<file path="config.mk">
export PLATFORM = sky130hd
export DESIGN_NAME = control_sequencer
export DESIGN_NICKNAME = d
export VERILOG_FILES = /design/src/rtl/cu_pkg.sv /design/src/rtl/mem_wait_timer.sv /design/src/rtl/control_sequencer.sv
export SDC_FILE = /design/constraint.sdc
export NUM_CORES = 1
export LEC_CHECK = 0
export CORE_ASPECT_RATIO = 1.2
export CORE_MARGIN = 3
export CORE_UTILIZATION = 41
export DETAILED_ROUTE_END_ITERATION = 6
export GPL_TIMING_DRIVEN = 0
export PLACE_DENSITY = 0.8
export SLEW_MARGIN = 0
export SYNTH_ARGS = -nofsm -noshare
export SYNTH_HDL_FRONTEND = slang
export SYNTH_SLANG_ARGS = --single-unit
</file>
<file path="constraint.sdc">
create_clock -name clk -period 4.2 [get_ports clk]
set_input_delay 0.84 -clock clk [delete_from_list [all_inputs] [get_ports clk]]
set_output_delay 0.84 -clock clk [all_outputs]
set_load 0.005 [all_outputs]
</file>
<file path="src/rtl/cu_pkg.sv">
// rtl/cu_pkg.sv - opcode, state, instruction-class and strobe-index definitions for control_sequencer
package cu_pkg;

    localparam int OPC_W = 5;
    localparam int CNT_W = 8;

    typedef enum logic [OPC_W-1:0] {
        OP_LD   = 5'd0,
        OP_LDI  = 5'd1,
        OP_ST   = 5'd2,
        OP_ADD  = 5'd3,
        OP_SUB  = 5'd4,
        OP_AND  = 5'd5,
        OP_OR   = 5'd6,
        OP_SHR  = 5'd7,
        OP_SHL  = 5'd8,
        OP_ROR  = 5'd9,
        OP_ROL  = 5'd10,
        OP_ADDI = 5'd11,
        OP_ANDI = 5'd12,
        OP_ORI  = 5'd13,
        OP_MUL  = 5'd14,
        OP_DIV  = 5'd15,
        OP_NEG  = 5'd16,
        OP_NOT  = 5'd17,
        OP_BR   = 5'd18,
        OP_JR   = 5'd19,
        OP_IN   = 5'd20,
        OP_OUT  = 5'd21,
        OP_MFHI = 5'd22,
        OP_MFLO = 5'd23,
        OP_NOP  = 5'd24,
        OP_HALT = 5'd25
    } opcode_e;

    typedef enum logic [4:0] {
        S_RST  = 5'd0,
        S_F0   = 5'd1,
        S_F1   = 5'd2,
        S_F2   = 5'd3,
        S_T3   = 5'd4,
        S_T4   = 5'd5,
        S_T5   = 5'd6,
        S_T6   = 5'd7,
        S_T7   = 5'd8,
        S_HALT = 5'd9
`ifdef CU_SINGLE_STEP_EN
        , S_STEP_WAIT = 5'd10
`endif
    } state_e;

    typedef enum logic [3:0] {
        CL_NOP, CL_ALU_R, CL_ALU_I, CL_LD, CL_LDI, CL_ST, CL_MULDIV, CL_UNARY,
        CL_BR, CL_JR, CL_IN, CL_OUT, CL_MFHI, CL_MFLO, CL_HALT
    } class_e;

    localparam logic [3:0] ALU_NONE = 4'd0;
    localparam logic [3:0] ALU_ADD  = 4'd1;
    localparam logic [3:0] ALU_SUB  = 4'd2;
    localparam logic [3:0] ALU_AND  = 4'd3;
    localparam logic [3:0] ALU_OR   = 4'd4;
    localparam logic [3:0] ALU_SHR  = 4'd5;
    localparam logic [3:0] ALU_SHL  = 4'd6;
    localparam logic [3:0] ALU_ROR  = 4'd7;
    localparam logic [3:0] ALU_ROL  = 4'd8;
    localparam logic [3:0] ALU_MUL  = 4'd9;
    localparam logic [3:0] ALU_DIV  = 4'd10;
    localparam logic [3:0] ALU_NEG  = 4'd11;
    localparam logic [3:0] ALU_NOT  = 4'd12;

    localparam int SEL_GRA  = 4;
    localparam int SEL_GRB  = 3;
    localparam int SEL_GRC  = 2;
    localparam int SEL_RIN  = 1;
    localparam int SEL_ROUT = 0;

    localparam int BUS_INPORT = 8;
    localparam int BUS_BA     = 7;
    localparam int BUS_C      = 6;
    localparam int BUS_PC     = 5;
    localparam int BUS_MDR    = 4;
    localparam int BUS_ZHI    = 3;
    localparam int BUS_ZLO    = 2;
    localparam int BUS_HI     = 1;
    localparam int BUS_LO     = 0;

    localparam int LD_PC      = 9;
    localparam int LD_IR      = 8;
    localparam int LD_Y       = 7;
    localparam int LD_Z       = 6;
    localparam int LD_HI      = 5;
    localparam int LD_LO      = 4;
    localparam int LD_MAR     = 3;
    localparam int LD_MDR     = 2;
    localparam int LD_OUTPORT = 1;
    localparam int LD_CON     = 0;

    typedef struct packed {
        class_e     cls;
        logic [3:0] alu;
    } decode_t;

    // Undefined opcodes fall through to CL_NOP so they behave as a plain fetch.
    function automatic decode_t decode_op(input logic [OPC_W-1:0] opc);
        decode_t d;
        d.cls = CL_NOP;
        d.alu = ALU_NONE;
        case (opcode_e'(opc))
            OP_LD:   d.cls = CL_LD;
            OP_LDI:  d.cls = CL_LDI;
            OP_ST:   d.cls = CL_ST;
            OP_ADD:  begin d.cls = CL_ALU_R;  d.alu = ALU_ADD; end
            OP_SUB:  begin d.cls = CL_ALU_R;  d.alu = ALU_SUB; end
            OP_AND:  begin d.cls = CL_ALU_R;  d.alu = ALU_AND; end
            OP_OR:   begin d.cls = CL_ALU_R;  d.alu = ALU_OR;  end
            OP_SHR:  begin d.cls = CL_ALU_R;  d.alu = ALU_SHR; end
            OP_SHL:  begin d.cls = CL_ALU_R;  d.alu = ALU_SHL; end
            OP_ROR:  begin d.cls = CL_ALU_R;  d.alu = ALU_ROR; end
            OP_ROL:  begin d.cls = CL_ALU_R;  d.alu = ALU_ROL; end
            OP_ADDI: begin d.cls = CL_ALU_I;  d.alu = ALU_ADD; end
            OP_ANDI: begin d.cls = CL_ALU_I;  d.alu = ALU_AND; end
            OP_ORI:  begin d.cls = CL_ALU_I;  d.alu = ALU_OR;  end
            OP_MUL:  begin d.cls = CL_MULDIV; d.alu = ALU_MUL; end
            OP_DIV:  begin d.cls = CL_MULDIV; d.alu = ALU_DIV; end
            OP_NEG:  begin d.cls = CL_UNARY;  d.alu = ALU_NEG; end
            OP_NOT:  begin d.cls = CL_UNARY;  d.alu = ALU_NOT; end
            OP_BR:   d.cls = CL_BR;
            OP_JR:   d.cls = CL_JR;
            OP_IN:   d.cls = CL_IN;
            OP_OUT:  d.cls = CL_OUT;
            OP_MFHI: d.cls = CL_MFHI;
            OP_MFLO: d.cls = CL_MFLO;
            OP_HALT: d.cls = CL_HALT;
            default: d.cls = CL_NOP;
        endcase
        return d;
    endfunction

    function automatic state_e last_step_of(input class_e cls);
        state_e s;
        case (cls)
            CL_ALU_R, CL_ALU_I, CL_LDI:               s = S_T5;
            CL_LD, CL_ST:                             s = S_T7;
            CL_MULDIV, CL_BR:                         s = S_T6;
            CL_UNARY:                                 s = S_T4;
            CL_JR, CL_IN, CL_OUT, CL_MFHI, CL_MFLO:   s = S_T3;
            default:                                  s = S_F2;
        endcase
        return s;
    endfunction

endpackage

</file>
<file path="src/rtl/mem_wait_timer.sv">
// rtl/mem_wait_timer.sv - counts memory wait cycles and flags a timeout when the limit is hit
module mem_wait_timer
    import cu_pkg::*;
#(
    parameter int TIMEOUT = 255
) (
    input  logic clk,
    input  logic clr,
    input  logic wait_en,
    input  logic ready,
    output logic timeout
);

    logic [CNT_W-1:0] cnt_q;
    logic [CNT_W-1:0] cnt_d;

    // The cycle whose count would reach TIMEOUT is the last one waited.
    assign timeout = wait_en && !ready && (cnt_q == CNT_W'(TIMEOUT - 1));

    always_comb begin
        cnt_d = '0;
        if (wait_en && !ready && !timeout) begin
            cnt_d = cnt_q + 1'b1;
        end
    end

    always_ff @(posedge clk) begin
        if (clr) begin
            cnt_q <= '0;
        end else begin
            cnt_q <= cnt_d;
        end
    end

endmodule

</file>
<file path="src/rtl/control_sequencer.sv">
// rtl/control_sequencer.sv - hardwired Moore control unit for the bus datapath; CU_SINGLE_STEP_EN adds step-gated execution
module control_sequencer
    import cu_pkg::*;
#(
    parameter int MEM_TIMEOUT = 255
) (
    input  logic        clk,
    input  logic        clr,
`ifdef CU_SINGLE_STEP_EN
    input  logic        step,
`endif
    input  logic [31:0] IR_data,
    input  logic        CON_out,
    input  logic        mem_ready,
    output logic [4:0]  sel_ctl,
    output logic [8:0]  bus_src,
    output logic [9:0]  reg_load,
    output logic        Inc_PC,
    output logic        read,
    output logic        write,
    output logic [3:0]  ALU_select,
    output logic        Run,
    output logic        mem_err,
    output logic [4:0]  state_dbg
);

`ifdef CU_SINGLE_STEP_EN
    localparam state_e FETCH_ENTRY = S_STEP_WAIT;
`else
    localparam state_e FETCH_ENTRY = S_F0;
`endif

    state_e  state_q, state_d;
    state_e  last_step, succ;
    logic    mem_err_q, mem_err_d;
    logic    mem_wait, mem_timeout;
    decode_t dec;
    logic    unused_ir_bits;

    assign dec            = decode_op(IR_data[31:32-OPC_W]);
    assign unused_ir_bits = ^IR_data[31-OPC_W:0];
    assign last_step      = last_step_of(dec.cls);
    assign mem_wait       = (state_q == S_F1)
                         || (state_q == S_T6 && dec.cls == CL_LD)
                         || (state_q == S_T7 && dec.cls == CL_ST);

    mem_wait_timer #(.TIMEOUT(MEM_TIMEOUT)) u_timer (
        .clk     (clk),
        .clr     (clr),
        .wait_en (mem_wait),
        .ready   (mem_ready),
        .timeout (mem_timeout)
    );

    always_comb begin
        state_d   = state_q;
        mem_err_d = mem_err_q;
        succ      = (state_q == last_step) ? FETCH_ENTRY : state_e'(state_q + 5'd1);
        case (state_q)
            S_RST:  state_d = FETCH_ENTRY;
            S_F2: begin
                case (dec.cls)
                    CL_NOP:  state_d = FETCH_ENTRY;
                    CL_HALT: state_d = S_HALT;
                    default: state_d = S_T3;
                endcase
            end
            S_HALT: state_d = S_HALT;
`ifdef CU_SINGLE_STEP_EN
            S_STEP_WAIT: if (step) state_d = S_F0;
`endif
            S_F0, S_F1, S_T3, S_T4, S_T5, S_T6, S_T7: begin
                if (!mem_wait || mem_ready) begin
                    state_d = succ;
                end else if (mem_timeout) begin
                    state_d   = S_HALT;
                    mem_err_d = 1'b1;
                end
            end
            default: state_d = S_RST;
        endcase
    end

    always_ff @(posedge clk) begin
        if (clr) begin
            state_q   <= S_RST;
            mem_err_q <= 1'b0;
        end else begin
            state_q   <= state_d;
            mem_err_q <= mem_err_d;
        end
    end

    assign state_dbg = state_q;
    assign mem_err   = mem_err_q;

    always_comb begin
        sel_ctl    = '0;
        bus_src    = '0;
        reg_load   = '0;
        Inc_PC     = 1'b0;
        read       = 1'b0;
        write      = 1'b0;
        ALU_select = ALU_NONE;
        Run        = 1'b1;
        case (state_q)
            S_F0: begin
                bus_src[BUS_PC]  = 1'b1;
                reg_load[LD_MAR] = 1'b1;
                Inc_PC           = 1'b1;
            end
            S_F1: begin
                read             = 1'b1;
                reg_load[LD_MDR] = 1'b1;
            end
            S_F2: begin
                bus_src[BUS_MDR] = 1'b1;
                reg_load[LD_IR]  = 1'b1;
            end
            S_T3: begin
                case (dec.cls)
                    CL_ALU_R, CL_ALU_I: begin
                        sel_ctl[SEL_GRB] = 1'b1; sel_ctl[SEL_ROUT] = 1'b1; reg_load[LD_Y] = 1'b1;
                    end
                    CL_LD, CL_LDI, CL_ST: begin
                        sel_ctl[SEL_GRB] = 1'b1; bus_src[BUS_BA] = 1'b1; reg_load[LD_Y] = 1'b1;
                    end
                    CL_MULDIV: begin
                        sel_ctl[SEL_GRA] = 1'b1; sel_ctl[SEL_ROUT] = 1'b1; reg_load[LD_Y] = 1'b1;
                    end
                    CL_UNARY: begin
                        sel_ctl[SEL_GRB] = 1'b1; sel_ctl[SEL_ROUT] = 1'b1;
                        ALU_select = dec.alu; reg_load[LD_Z] = 1'b1;
                    end
                    CL_BR: begin
                        sel_ctl[SEL_GRA] = 1'b1; sel_ctl[SEL_ROUT] = 1'b1; reg_load[LD_CON] = 1'b1;
                    end
                    CL_JR: begin
                        sel_ctl[SEL_GRA] = 1'b1; sel_ctl[SEL_ROUT] = 1'b1; reg_load[LD_PC] = 1'b1;
                    end
                    CL_IN: begin
                        bus_src[BUS_INPORT] = 1'b1; sel_ctl[SEL_GRA] = 1'b1; sel_ctl[SEL_RIN] = 1'b1;
                    end
                    CL_OUT: begin
                        sel_ctl[SEL_GRA] = 1'b1; sel_ctl[SEL_ROUT] = 1'b1; reg_load[LD_OUTPORT] = 1'b1;
                    end
                    CL_MFHI: begin
                        bus_src[BUS_HI] = 1'b1; sel_ctl[SEL_GRA] = 1'b1; sel_ctl[SEL_RIN] = 1'b1;
                    end
                    CL_MFLO: begin
                        bus_src[BUS_LO] = 1'b1; sel_ctl[SEL_GRA] = 1'b1; sel_ctl[SEL_RIN] = 1'b1;
                    end
                    default: ;
                endcase
            end
            S_T4: begin
                case (dec.cls)
                    CL_ALU_R: begin
                        sel_ctl[SEL_GRC] = 1'b1; sel_ctl[SEL_ROUT] = 1'b1;
                        ALU_select = dec.alu; reg_load[LD_Z] = 1'b1;
                    end
                    CL_ALU_I: begin
                        bus_src[BUS_C] = 1'b1; ALU_select = dec.alu; reg_load[LD_Z] = 1'b1;
                    end
                    CL_LD, CL_LDI, CL_ST: begin
                        bus_src[BUS_C] = 1'b1; ALU_select = ALU_ADD; reg_load[LD_Z] = 1'b1;
                    end
                    CL_MULDIV: begin
                        sel_ctl[SEL_GRB] = 1'b1; sel_ctl[SEL_ROUT] = 1'b1;
                        ALU_select = dec.alu; reg_load[LD_Z] = 1'b1;
                    end
                    CL_UNARY: begin
                        bus_src[BUS_ZLO] = 1'b1; sel_ctl[SEL_GRA] = 1'b1; sel_ctl[SEL_RIN] = 1'b1;
                    end
                    CL_BR: begin
                        bus_src[BUS_PC] = 1'b1; reg_load[LD_Y] = 1'b1;
                    end
                    default: ;
                endcase
            end
            S_T5: begin
                case (dec.cls)
                    CL_ALU_R, CL_ALU_I, CL_LDI: begin
                        bus_src[BUS_ZLO] = 1'b1; sel_ctl[SEL_GRA] = 1'b1; sel_ctl[SEL_RIN] = 1'b1;
                    end
                    CL_LD, CL_ST: begin
                        bus_src[BUS_ZLO] = 1'b1; reg_load[LD_MAR] = 1'b1;
                    end
                    CL_MULDIV: begin
                        bus_src[BUS_ZLO] = 1'b1; reg_load[LD_LO] = 1'b1;
                    end
                    CL_BR: begin
                        bus_src[BUS_C] = 1'b1; ALU_select = ALU_ADD; reg_load[LD_Z] = 1'b1;
                    end
                    default: ;
                endcase
            end
            S_T6: begin
                case (dec.cls)
                    CL_LD: begin
                        read = 1'b1; reg_load[LD_MDR] = 1'b1;
                    end
                    CL_ST: begin
                        sel_ctl[SEL_GRA] = 1'b1; sel_ctl[SEL_ROUT] = 1'b1; reg_load[LD_MDR] = 1'b1;
                    end
                    CL_MULDIV: begin
                        bus_src[BUS_ZHI] = 1'b1; reg_load[LD_HI] = 1'b1;
                    end
                    CL_BR: begin
                        bus_src[BUS_ZLO] = 1'b1; reg_load[LD_PC] = CON_out;
                    end
                    default: ;
                endcase
            end
            S_T7: begin
                case (dec.cls)
                    CL_LD: begin
                        bus_src[BUS_MDR] = 1'b1; sel_ctl[SEL_GRA] = 1'b1; sel_ctl[SEL_RIN] = 1'b1;
                    end
                    CL_ST: write = 1'b1;
                    default: ;
                endcase
            end
            S_HALT: Run = 1'b0;
`ifdef CU_SINGLE_STEP_EN
            S_STEP_WAIT: Run = 1'b0;
`endif
            default: ;
        endcase
    end

endmodule

</file>
* Word-level counts from Yosys, hierarchy flattened *
Memories as Yosys holds them, arrays and structs flattened.
Index checks and enable logic that the tools add are counted.

storage, ports and cells
  register bits = 14
  word-level logic and storage cells = 150
  memories = 1
  ROM bits = 64
  bits of input ports = 36
  output and inout port bits = 38

memory list
  name              depth  bits a word  read ports  clocked after Yosys merged registers in  write ports  RTL line       text
  (name not given)  16     4            1           0                                        0            cu_pkg.sv:141  case (cls)

cells by class
  equal/unequal tests = 50
  add/subtract/negate cells = 2
  reduce and logical (&&, ||, !) cells = 35
  mux-type cells = 57
  bitwise logic cells = 2

operators by type and width
  kind                                                                    count
  4-bit case mux with 14 select lines                                     1
  5-bit by 4-bit equality test with 1-bit output (second input constant)  10
  4-bit case mux with 12 select lines                                     1
  5-bit equality test (second input constant)                             9
  5-bit by 3-bit equality test with 1-bit output (second input constant)  8
  1-bit two-way mux                                                       30
  4-bit equality test (second input constant)                             7
  7-bit OR reduction                                                      3
  5-bit by 2-bit equality test with 1-bit output (second input constant)  4
  5-bit case mux with 4 select lines                                      1
  1-bit case mux with 2 select lines                                      9
  4-bit by 3-bit equality test with 1-bit output (second input constant)  4
  4-bit case mux with 2 select lines                                      2
  2-bit OR reduction                                                      8
  5-bit two-way mux                                                       3
  3-bit OR reduction                                                      5
  4-bit case mux with 3 select lines                                      1
  6-bit OR reduction                                                      2
  5-bit by 1-bit equality test with 1-bit output (second input constant)  2
  5-bit zero test                                                         2
  1-bit case mux with 3 select lines                                      3
  8-bit by 1-bit adder with 8-bit output (second input constant)          1
  4-bit by 2-bit equality test with 1-bit output (second input constant)  2
  8-bit equality test (second input constant)                             1
  16 further kinds                                                        27

* Logic depth before layout (Yosys ltp) *
Gate-level depths: netlist of the first run.

  word-level depth = 13
  mapped depth = 16
  depth with buffers taken out = 13

* By module *
A second synthesis of the first run with hierarchy kept.

second synthesis, totals
  cell total of the unflattened synthesis = 281
  area, all modules = 1968.1 um^2

modules (own cells, without submodules)
  module             seq. area each (um^2)  area an instance (um^2)  cells each  times used
  control_sequencer  120.1                  1597.8                   240         1
  mem_wait_timer     160.2                  370.4                    41          1

* Least setup slack after synthesis of the first run *
Ideal clock, no wire load.

  kind = input-to-output
  start point = input IR_data[29]
  end point = output ALU_select[0]
  arrival time = 3.296 ns
  stages = 12
  data required time = 3.360 ns
  setup slack = 0.064 ns
  cells stage by stage = buf_2 buf_1 nand2b_1 o21ai_0 a221oi_1 inv_1 ha_1 clkbuf_1 or2_2 a221oi_2 o22ai_1 o2bb2ai_1

on the way
  longest elaborated chain between the ends = 7
  elaborated cells between the ends (all ways) = 48

RTL lines
  item                                                                          RTL line                  text
  start, declared                                                               control_sequencer.sv:12   input logic [31:0] IR_data,
  5-bit by 4-bit equality test with 1-bit output, or another cell as far along  cu_pkg.sv:108             case (opcode_e'(opc))
  8-bit OR reduction (no source line), or another cell as far along             n/a
  4-bit case mux with 14 select lines                                           cu_pkg.sv:108
  4-bit by 3-bit equality test with 1-bit output, or another cell as far along  control_sequencer.sv:157  case (dec.cls)
  3-bit OR reduction, on equally long branches                                  n/a
  4-bit case mux with 2 select lines                                            control_sequencer.sv:157
  4-bit case mux with 3 select lines (*)                                        control_sequencer.sv:106  case (state_q)
  end, declared                                                                 control_sequencer.sv:21   output logic [3:0] ALU_select,

Every way passes the cells marked *; elsewhere a longest branch is shown, timed or not.

* Worst setup path after layout of the first run *
  start point = input IR_data[31]
  end point = output sel_ctl[0]

on the way
  longest elaborated chain between the ends = 7
  elaborated cells between the ends (all ways) = 44

RTL lines
  item                                                                              RTL line                                            text
  5-bit by 4-bit equality test with 1-bit output, or another cell as far along      cu_pkg.sv:108
  8-bit OR reduction (no source line), or another cell as far along                 n/a
  4-bit case mux with 14 select lines (*)                                           cu_pkg.sv:108
  4-bit equality test, or another cell as far along                                 control_sequencer.sv:121                            case (dec.cls)
  7-bit OR reduction (no source line) / 2-bit OR reduction (equally long branches)  n/a
  1-bit two-way mux, on equally long branches                                       control_sequencer.sv:121, control_sequencer.sv:157
  1-bit case mux with 3 select lines (*)                                            control_sequencer.sv:106
  end, declared                                                                     control_sequencer.sv:15                             output logic [4:0] sel_ctl,

Marked as above.

==> reports/qor.log, run 1 <==
qor: sta.timing.final.hold_violations 0
qor: layout.nets 398
qor: pwr.powerDensity 166 nW/um2
qor: clocking.hold_buffers 0
qor: worst_setup_path.critical_path_arrival 3.36 ns
qor: global_routing.wire_length_of_the_first_global_routing_pass 9.91 mm
qor: global_routing.first_global_vias 2160
qor: sta.setup-violations-final 0
qor: floorplanning.std_cell_rows 27
qor: sta.worst_pin_slew 0.590 ns
qor: layout.antennaDiodeCount 0
qor: sta.clock.fmax 238 MHz
qor: hold_path.worst_hold_check_path_type register to register
qor: clocking.numCtsBuffers 3
qor: clocking.max_clock_buf_depth 2
qor: routing.wl_per_cell 16.1 um
qor: floorplanning.die-width 69.6 um
qor: sta.layout_worst_path_cycle_share 100%
qor: sta.grt_setup_unrepaired yes
qor: synth.avgSynthCellArea 7.06 um2
qor: sta.timing.setup.tns 0 ns
qor: global_routing.total_routing_usage_gr 20.4%
qor: pwr.swShare 34.9%
qor: worst_setup_path.cp_top_delay_family buffers and inverters
qor: worst_setup_path.end_kind output pin
qor: worst_setup_path.critical_path.max_fanout 10
qor: worst_setup_path.worst_path_largest_cell_delay 0.50 ns
qor: floorplanning.fp.dieArea 5730 um2
qor: synth.syn_area 1990 um2
qor: routing.wl_met2 3.28 mm
qor: routing.drt_iter0_drc 315
qor: sta.fin_crit 4.20 ns
qor: worst_setup_path.worstSetupPathType input pin to output pin
qor: worst_setup_path.critical_path_required 3.36 ns
qor: pwr.seqPwrFrac 28.3%
qor: routing.drt.antenna.violating_nets 0
qor: sta.slew_viol_final 0
qor: pwr.share_comb_of_total_power 44.3%
qor: clocking.cts-htree-levels 1
qor: synth.synth.ff_latch_count 14
qor: synth.synth.yosys.seq_area_share 14.1%
qor: placement.detailedPlace.worstSlack -1.24 ns
qor: synth.synth_cell_types 73
qor: pwr.power.ir.vdd_worst 0.165 mV
qor: routing.met1_length 2.75 mm
qor: pwr.power.leakage 0.00121 uW
qor: worst_setup_path.worst-path-buf-inv 7
qor: routing.drc 0
qor: clocking.clkSlewWorstSetupHoldPaths 0.06 ns
qor: synth.syn-instance-count 282
qor: clocking.insertion_delay 0.25 ns
qor: floorplanning.coreArea 4630 um2
qor: global_routing.initial_antenna_violation_count 0
qor: clocking.cts.sink_count 14
qor: layout.layout.cells.most_common sky130_fd_sc_hd__clkdlybuf4s50_1
qor: floorplanning.initial_util 43.0%
qor: synth.postSynth.topFlopCell sky130_fd_sc_hd__dfxtp_1
qor: sta.timing.slew.headroom 60.3%
qor: floorplanning.design.portCount 74
qor: routing.overall_via_count_from_detail_route 2453
qor: synth.syn_nets 330
qor: global_routing.largest_net_degree_at_the_start_of_global_routing 11
qor: global_routing.grt-ovfl-total 0
qor: placement.finalWeightedCongestion 0.899
qor: synth.synth_edf_count 0
qor: pwr.power_spent_charging_and_discharging_nets 168 uW
qor: clocking.clock_tree_from_tritoncts built
qor: clocking.clockRootBuffer sky130_fd_sc_hd__clkbuf_8
qor: worst_setup_path.worstPathCellList dlygate4sd2_1, buf_6, buf_8, inv_4, o21ai_1, a221oi_2, buf_4, ha_4, buf_4, nor3_2, a21oi_1, o21ai_0, nand3_1, clkdlybuf4s50_1
qor: routing.drt_first_pass_iters 5
qor: routing.met3_length 441 um
qor: worst_setup_path.slowest_cell_on_crit_path sky130_fd_sc_hd__clkdlybuf4s50_1
qor: synth.synth-warning-count 0
qor: flow_run.max-cap-violations 0
qor: sta.postLayoutSetupSlackWorst 0.000690 ns
qor: layout.post-route-util 62.6%
qor: outcome.outcome finished, final reports clean
qor: routing.totalWireLength 6.57 mm
qor: worst_setup_path.startpoint_type input pin
qor: pwr.intPower 313 uW
qor: routing.viasPerCell 6.03
qor: placement.dpl.hpwl 4.22 mm
qor: worst_setup_path.critical_path_most_common_cell sky130_fd_sc_hd__buf_4
qor: layout.fraction_of_final_layout_cells_sized_beyond_drive_strength_1 23.5%
qor: floorplanning.die_height 82.3 um
qor: routing.routed.top_layer met4
qor: pwr.clock_power_share 27.4%
qor: synth.async_flop_share 0%
qor: layout.mostFrequentLayoutCells sky130_fd_sc_hd__clkdlybuf4s50_1, sky130_fd_sc_hd__nor2_1, sky130_fd_sc_hd__buf_4
qor: sta.fin_skew 0.00423 ns
qor: layout.synthToLayoutAreaGrowth 45.6%
qor: placement.portBuffers 45
==> what timing repair did <==
| item | in CTS | in global routing |
|---|---|---|
| pin swaps | 5 | 7 |
| cloned | 0 | 0 |
| resized for setup | 52 | 28 |
| buffers inserted | 8 | 14 |
| setup endpoints to repair | 40 | 17 |
==> Yosys cell counts (2+ instances only) <==
| master | count | area, um2 |
|---|---|---|
| sky130_fd_sc_hd__nor2_1 | 33 | 124 |
| sky130_fd_sc_hd__nand2_1 | 29 | 109 |
| sky130_fd_sc_hd__o21ai_0 | 17 | 85.1 |
| sky130_fd_sc_hd__nand3_1 | 16 | 80.1 |
| sky130_fd_sc_hd__dfxtp_1 | 14 | 280 |
| sky130_fd_sc_hd__a21oi_1 | 13 | 65.1 |
| sky130_fd_sc_hd__ha_1 | 12 | 150 |
| sky130_fd_sc_hd__inv_1 | 12 | 45.0 |
| sky130_fd_sc_hd__nand2b_1 | 9 | 56.3 |
| sky130_fd_sc_hd__clkbuf_1 | 8 | 30.0 |
| sky130_fd_sc_hd__and3_1 | 6 | 37.5 |
| sky130_fd_sc_hd__buf_2 | 6 | 30.0 |
| sky130_fd_sc_hd__nor2b_1 | 6 | 37.5 |
| sky130_fd_sc_hd__xor2_1 | 6 | 52.6 |
| sky130_fd_sc_hd__o22ai_1 | 5 | 31.3 |
| sky130_fd_sc_hd__xnor2_1 | 5 | 43.8 |
| sky130_fd_sc_hd__a21o_1 | 4 | 30.0 |
| sky130_fd_sc_hd__a22o_1 | 4 | 35.0 |
| sky130_fd_sc_hd__a221oi_1 | 3 | 26.3 |
| sky130_fd_sc_hd__buf_1 | 3 | 11.3 |
| sky130_fd_sc_hd__nor3_1 | 3 | 15.0 |
| sky130_fd_sc_hd__o221ai_1 | 3 | 26.3 |
| sky130_fd_sc_hd__a211oi_1 | 2 | 15.0 |
| sky130_fd_sc_hd__a21boi_0 | 2 | 15.0 |
| sky130_fd_sc_hd__a21oi_2 | 2 | 17.5 |
| sky130_fd_sc_hd__a22oi_1 | 2 | 15.0 |
| sky130_fd_sc_hd__a31oi_1 | 2 | 12.5 |
| sky130_fd_sc_hd__a32o_1 | 2 | 20.0 |
| sky130_fd_sc_hd__buf_6 | 2 | 22.5 |
| sky130_fd_sc_hd__nor4_1 | 2 | 12.5 |
| sky130_fd_sc_hd__o211ai_1 | 2 | 15.0 |
| sky130_fd_sc_hd__o21a_1 | 2 | 15.0 |
| sky130_fd_sc_hd__o21ai_1 | 2 | 10.0 |
| sky130_fd_sc_hd__o21bai_1 | 2 | 15.0 |
| sky130_fd_sc_hd__or2_1 | 2 | 12.5 |
| sky130_fd_sc_hd__or3_1 | 2 | 12.5 |
==> area by class of cell <==
class                   count  area, um2
clock buffers               4       55.1
multi-input cells         236       1720
fillers                   393       1730
inverters                  12       50.0
plain buffers              16        120
flip-flops and latches     14        280
repair buffers             67        606
well taps                  58       72.6
==> metal layers <==
layer / vias up / global-route usage, %
met1: 1159 / 25.4
met5: - / 0
li1: 1158 / -
met4: 0 / 5.56
met3: 12 / 1.45
met2: 124 / 38.4
==> cell families (layout without fill, tap and decap cells) <==
family	Yosys count	after routing	synth area share, %
simple gates	125	125	32.6
compound gates	85	85	32.1
buf+inv	32	99	7.35
flops	14	14	14.1
fa+ha+maj	12	12	7.54
xor+xnor	12	12	5.66
other cells	1	1	0.188
mux	1	1	0.566
==> registers in the layout (all words and copies together) (netlist names) <==
name and count:
mem_err 1, u_timer.cnt_q 8, state_dbg 5
==> power groups by stage <==
stage / logic, uW / registers, uW / clock network, uW
2_1_floorplan: 106 / 139 / 0
5_1_grt: 229 / 136 / 137
6_report: 213 / 136 / 132
4_1_cts: 179 / 136 / 134
3_3_place_gp: 143 / 139 / 0
3_5_place_dp: 143 / 139 / 0
==> worst paths after layout <==
kind                   to  cells after the start  slack [ns]          from
max            sel_ctl[0]                     14      0.0007   IR_data[31]
min               mem_err                      2        0.46       mem_err
max reg2reg  state_dbg[2]                      7        1.82  state_dbg[0]
min reg2reg       mem_err                      2        0.46       mem_err
==> through the flow <==
stage                     cells  power [uW]  cell area [um2]  hold WS (ns)
after global routing        407         503             2900         0.509
after detailed placement    385         283             2510         0.463
after global placement      385         282             2510         0.444
after CTS                   394         449             2760         0.472
after floorplan             282         245             1990         0.430
final                       407         482             2900         0.464
==> tightest hold or removal path, cell delays in order, from the launching register on <==
cell and delay (ns):
sky130_fd_sc_hd__dfxtp_1 0.32, sky130_fd_sc_hd__a21oi_1 0.04, sky130_fd_sc_hd__nor2_1 0.07
(Power assumes the default switching activity.)
==> run 2, diff against run 1 <==
Settings changed: ABC_AREA set to 1, CELL_PAD_IN_SITES_DETAIL_PLACEMENT set to 2, CELL_PAD_IN_SITES_GLOBAL_PLACEMENT set to 2, CORE_UTILIZATION 41 to 27, DONT_BUFFER_PORTS set to 1, PLACE_DENSITY 0.8 to 0.77.
==> run 2 against run 1 <==
Net effect:
- final cell count is 4.4% higher
- clock skew is 0.0011 ns lower
- routed wire length is 0.30% lower
- die area is 39% higher
- via count is 12% lower
- setup slack better by 0.30 ns
- synthesized area is 6.2% lower
- clock power hardly changed
- critical path depth is 4 higher
- critical endpoint is now ALU_select[0]
==> reports/qor.log, run 2 <==
qor: layout.layout.cells.most_common sky130_fd_sc_hd__nand2_1 [was sky130_fd_sc_hd__clkdlybuf4s50_1]
qor: synth.ys_top_cells_by_area sky130_fd_sc_hd__nand2_1, sky130_fd_sc_hd__dfxtp_1, sky130_fd_sc_hd__nor2_1 [was sky130_fd_sc_hd__dfxtp_1, sky130_fd_sc_hd__ha_1, sky130_fd_sc_hd__nor2_1]
qor: layout.mostFrequentLayoutCells sky130_fd_sc_hd__nand2_1, sky130_fd_sc_hd__nor2_1, sky130_fd_sc_hd__inv_1 [was sky130_fd_sc_hd__clkdlybuf4s50_1, sky130_fd_sc_hd__nor2_1, sky130_fd_sc_hd__buf_4]
qor: routing.met3_length 233 um [was 441 um]
qor: worst_setup_path.end_kind output pin [unchanged]
qor: layout.largest_register_ffs 8 [unchanged]
qor: pwr.power.ir.vdd_worst 0.185 mV [was 0.165 mV]
qor: routing.wl_met2 3.41 mm [was 3.28 mm]
qor: routing.met1_length 2.82 mm [was 2.75 mm]
qor: global_routing.first_global_vias 2268 [was 2160]
qor: synth.async_flop_share 0% [unchanged]
qor: pwr.powerDensity 196 nW/um2 [was 166 nW/um2]
qor: worst_setup_path.startpoint IR_data[29] [was IR_data[31]]
qor: global_routing.largest_net_degree_at_the_start_of_global_routing 11 [unchanged]
qor: clocking.clockRootBuffer sky130_fd_sc_hd__clkbuf_8 [unchanged]
qor: layout.multi_input_gate_area_in_the_final_layout 1360 um2 [was 1720 um2]
qor: placement.dpl.hpwl 5.51 mm [was 4.22 mm]
qor: synth.syn_nets 383 [was 330]
qor: global_routing.initial_antenna_violation_count 0 [unchanged]
qor: sta.postLayoutSetupSlackWorst 0.302 ns [was 0.000690 ns]
qor: hold_path.worst_hold_check_path_type register to register [unchanged]
qor: synth.syn-instance-count 335 [was 282]
qor: synth.post-synth-top-count-cell sky130_fd_sc_hd__nand2_1 [was sky130_fd_sc_hd__nor2_1]
qor: routing.drc 0 [unchanged]
qor: clocking.max_clock_buf_depth 2 [unchanged]
qor: flow_run.max-cap-violations 0 [unchanged]
qor: layout.final_non_filler_cell_total 425 [was 407]
qor: routing.overall_via_count_from_detail_route 2154 [was 2453]
qor: layout.largest-register u_timer.cnt_q [unchanged]
qor: worst_setup_path.worst-r2r-cell-count 11 [was 7]
qor: sta.fin_crit 3.90 ns [was 4.20 ns]
qor: routing.wl_per_cell 15.4 um [was 16.1 um]
qor: clocking.cts-htree-levels 1 [unchanged]
qor: worst_setup_path.rr_startpoint state_dbg[1] [was state_dbg[0]]
qor: sta.timing.slew.headroom 64.7% [was 60.3%]
qor: synth.synth.ff_latch_count 14 [unchanged]
qor: clocking.clock_tree_from_tritoncts built [unchanged]
qor: pwr.power.leakage 0.00101 uW [was 0.00121 uW]
qor: clocking.insertion_delay 0.25 ns [about the same]
qor: clocking.cts.sink_count 14 [unchanged]
qor: synth.synth_cell_types 36 [was 73]
qor: sta.layout_worst_path_cycle_share 92.8% [was 100%]
qor: worst_setup_path.critical_path_arrival 3.06 ns [was 3.36 ns]
qor: placement.placed_area 1970 um2 [was 2510 um2]
qor: routing.drt_first_pass_iters 4 [was 5]
qor: sta.setup-violations-final 0 [unchanged]
qor: floorplanning.fp.dieArea 7950 um2 [was 5730 um2]
qor: sta.timing.final.hold_violations 0 [unchanged]
qor: hold_path.holdCritStartpoint mem_err [unchanged]
qor: floorplanning.coreArea 6570 um2 [was 4630 um2]
qor: worst_setup_path.startpoint_type input pin [unchanged]
qor: outcome.outcome finished, final reports clean [unchanged]
qor: layout.fillerInstances 853 [was 393]
qor: layout.postLayoutCellArea 2050 um2 [was 2900 um2]
qor: synth.post_synthesis_cell_type_with_the_largest_combined_area sky130_fd_sc_hd__nand2_1 [was sky130_fd_sc_hd__dfxtp_1]
qor: placement.portBuffers 0 [was 45]
qor: routing.viasPerCell 5.07 [was 6.03]
qor: sta.fin_skew 0.00313 ns [was 0.00423 ns]
qor: floorplanning.die-width 81.9 um [was 69.6 um]
qor: routing.totalWireLength 6.55 mm [was 6.57 mm]
qor: worst_setup_path.reg2reg_slack 1.60 ns [was 1.82 ns]
qor: sta.worst_pin_slew 0.526 ns [was 0.590 ns]
qor: layout.antennaDiodeCount 0 [unchanged]
qor: floorplanning.die_height 97.1 um [was 82.3 um]
qor: routing.routed.top_layer met4 [unchanged]
qor: sta.clock.fmax 257 MHz [was 238 MHz]
qor: hold_path.timing.hold.worst_path_depth 2 [unchanged]
qor: synth.postSynth.topFlopCell sky130_fd_sc_hd__dfxtp_1 [unchanged]
qor: global_routing.grt-ovfl-total 0 [unchanged]
qor: worst_setup_path.critical_path.max_fanout 9 [was 10]
qor: placement.detailedPlace.worstSlack 0.173 ns [was -1.24 ns]
qor: placement.finalWeightedCongestion 0.820 [was 0.899]
qor: synth.avgSynthCellArea 5.57 um2 [was 7.06 um2]
qor: hold_path.worst_hold_path.endpoint mem_err [unchanged]
qor: clocking.clkSlewWorstSetupHoldPaths 0.06 ns [about the same]
qor: clocking.numCtsBuffers 3 [unchanged]
qor: floorplanning.std_cell_rows 32 [was 27]
qor: global_routing.total_routing_usage_gr 16.5% [was 20.4%]
qor: synth.synth.top_cell.area_share 15.9% [was 14.1%]
qor: synth.netlist_top_cells_count sky130_fd_sc_hd__nand2_1, sky130_fd_sc_hd__nor2_1, sky130_fd_sc_hd__inv_1 [was sky130_fd_sc_hd__nor2_1, sky130_fd_sc_hd__nand2_1, sky130_fd_sc_hd__o21ai_0]
qor: floorplanning.design.portCount 74 [unchanged]
qor: synth.syn_area 1870 um2 [was 1990 um2]
qor: sta.slew_viol_final 0 [unchanged]
qor: placement.post-place-cells 420 [was 385]
qor: layout.seqCellArea 280 um2 [unchanged]
qor: worst_setup_path.rr_endpoint u_timer.cnt_q[4] [was state_dbg[2]]
qor: layout.nets 389 [was 398]
qor: synth.synth_edf_count 0 [unchanged]
qor: synth.synth-warning-count 0 [unchanged]
qor: routing.drt.antenna.violating_nets 0 [unchanged]
qor: floorplanning.initial_util 28.4% [was 43.0%]
qor: synth.synth.yosys.seq_area_share 15.0% [was 14.1%]
qor: global_routing.wire_length_of_the_first_global_routing_pass 10.7 mm [was 9.91 mm]
qor: worst_setup_path.critical_path_required 3.36 ns [about the same]
qor: worst_setup_path.worstSetupPathType input pin to output pin [unchanged]
qor: routing.drt_iter0_drc 60 [was 315]
qor: layout.fraction_of_final_layout_cells_sized_beyond_drive_strength_1 10.9% [was 23.5%]
qor: layout.synthToLayoutAreaGrowth 9.85% [was 45.6%]
[run 2: changes by cell type after synthesis, moves of 8 or more]
cell and delta:
sky130_fd_sc_hd__inv_2 +8, sky130_fd_sc_hd__nor2_1 +29, sky130_fd_sc_hd__nand2b_1 -9, sky130_fd_sc_hd__inv_1 +33
sky130_fd_sc_hd__nand2_1 +50, sky130_fd_sc_hd__nand3_1 +22
[run 2: per-stage QoR]
step           utilization, %  hold WS (ns)  power, uW  setup TNS (ns)
2_1_floorplan               -         0.441        235               0
6_report                 31.2         0.486        402               0
3_3_place_gp             30.0         0.462        262               0
5_1_grt                  31.2         0.512        432         -0.0101
3_5_place_dp             30.0         0.483        267               0
4_1_cts                  30.9         0.492        403               0
[run 2: layer usage]
layer / track usage [%] / vias to the layer above
li1: - / 1081
met1: 19.7 / 1029
met2: 30.0 / 35
met3: 2.13 / 9
met4: 4.35 / 0
met5: 0 / -
[run 2: logic make-up after synthesis]
kind of cell | after synthesis | synth area share [%]
compound gates | 35 | 11.3
buf+inv | 60 | 13.2
simple gates | 208 | 49.9
fa+ha+maj | 12 | 8.04
other cells | 1 | 0.201
flops | 14 | 15.0
xor+xnor | 5 | 2.35
[run 2: worst max-delay path, cell delays in order]
cell                      delay, ns
sky130_fd_sc_hd__buf_6         0.12
sky130_fd_sc_hd__inv_1         0.06
sky130_fd_sc_hd__nand2_1       0.14
sky130_fd_sc_hd__nor2_1        0.08
sky130_fd_sc_hd__nor2_1        0.19
sky130_fd_sc_hd__nand3_1       0.23
sky130_fd_sc_hd__inv_1         0.17
sky130_fd_sc_hd__ha_1          0.26
sky130_fd_sc_hd__inv_1         0.06
sky130_fd_sc_hd__nor2_1        0.19
sky130_fd_sc_hd__inv_1         0.09
sky130_fd_sc_hd__nand2_1       0.10
sky130_fd_sc_hd__nor2_1        0.04
sky130_fd_sc_hd__inv_1         0.10
sky130_fd_sc_hd__nor2_2        0.06
sky130_fd_sc_hd__nor2_1        0.13
sky130_fd_sc_hd__o21ai_0       0.10
sky130_fd_sc_hd__nand3_1       0.09
[run 2: worst max path at each step]
stage,end,slack [ns],cells after the start
final,ALU_select[0],0.30,18
after global routing,ALU_select[0],-0.01,18
after CTS,ALU_select[0],0.17,18
after detailed placement,ALU_select[0],0.17,18
after global placement,ALU_select[0],0.25,19
after floorplan,ALU_select[0],0.75,18
[run 2: final cells by class]
| class | instances | area share, % |
|---|---|---|
| multi-input combinational | 261 | 66.1 |
| sequential | 14 | 13.7 |
| inverter | 53 | 9.70 |
| tap | 85 | 5.19 |
| buffer | 7 | 2.32 |
| clock buffer | 4 | 2.68 |
| timing repair buffer | 1 | 0.366 |
[run 2: report_power, final]
part           switching (uW)  internal (uW)  leakage (uW)
clock network            50.2           83.1     0.0000288
registers                2.93            134      0.000113
logic                    91.4           39.7      0.000869
[run 2: timing repair]
item	4_1_cts	5_1_grt
hold endpoints to repair	0	0
resized for setup	0	4
buffers inserted	0	1
hold buffers	0	0
endpoints found under the setup margin	0	2
==> run 3, diff against run 2 <==
Settings changed: CAP_MARGIN set to 20.
==> results of run 3 <==
No change in the layout: final DEF, timing and power equal those of run 2.
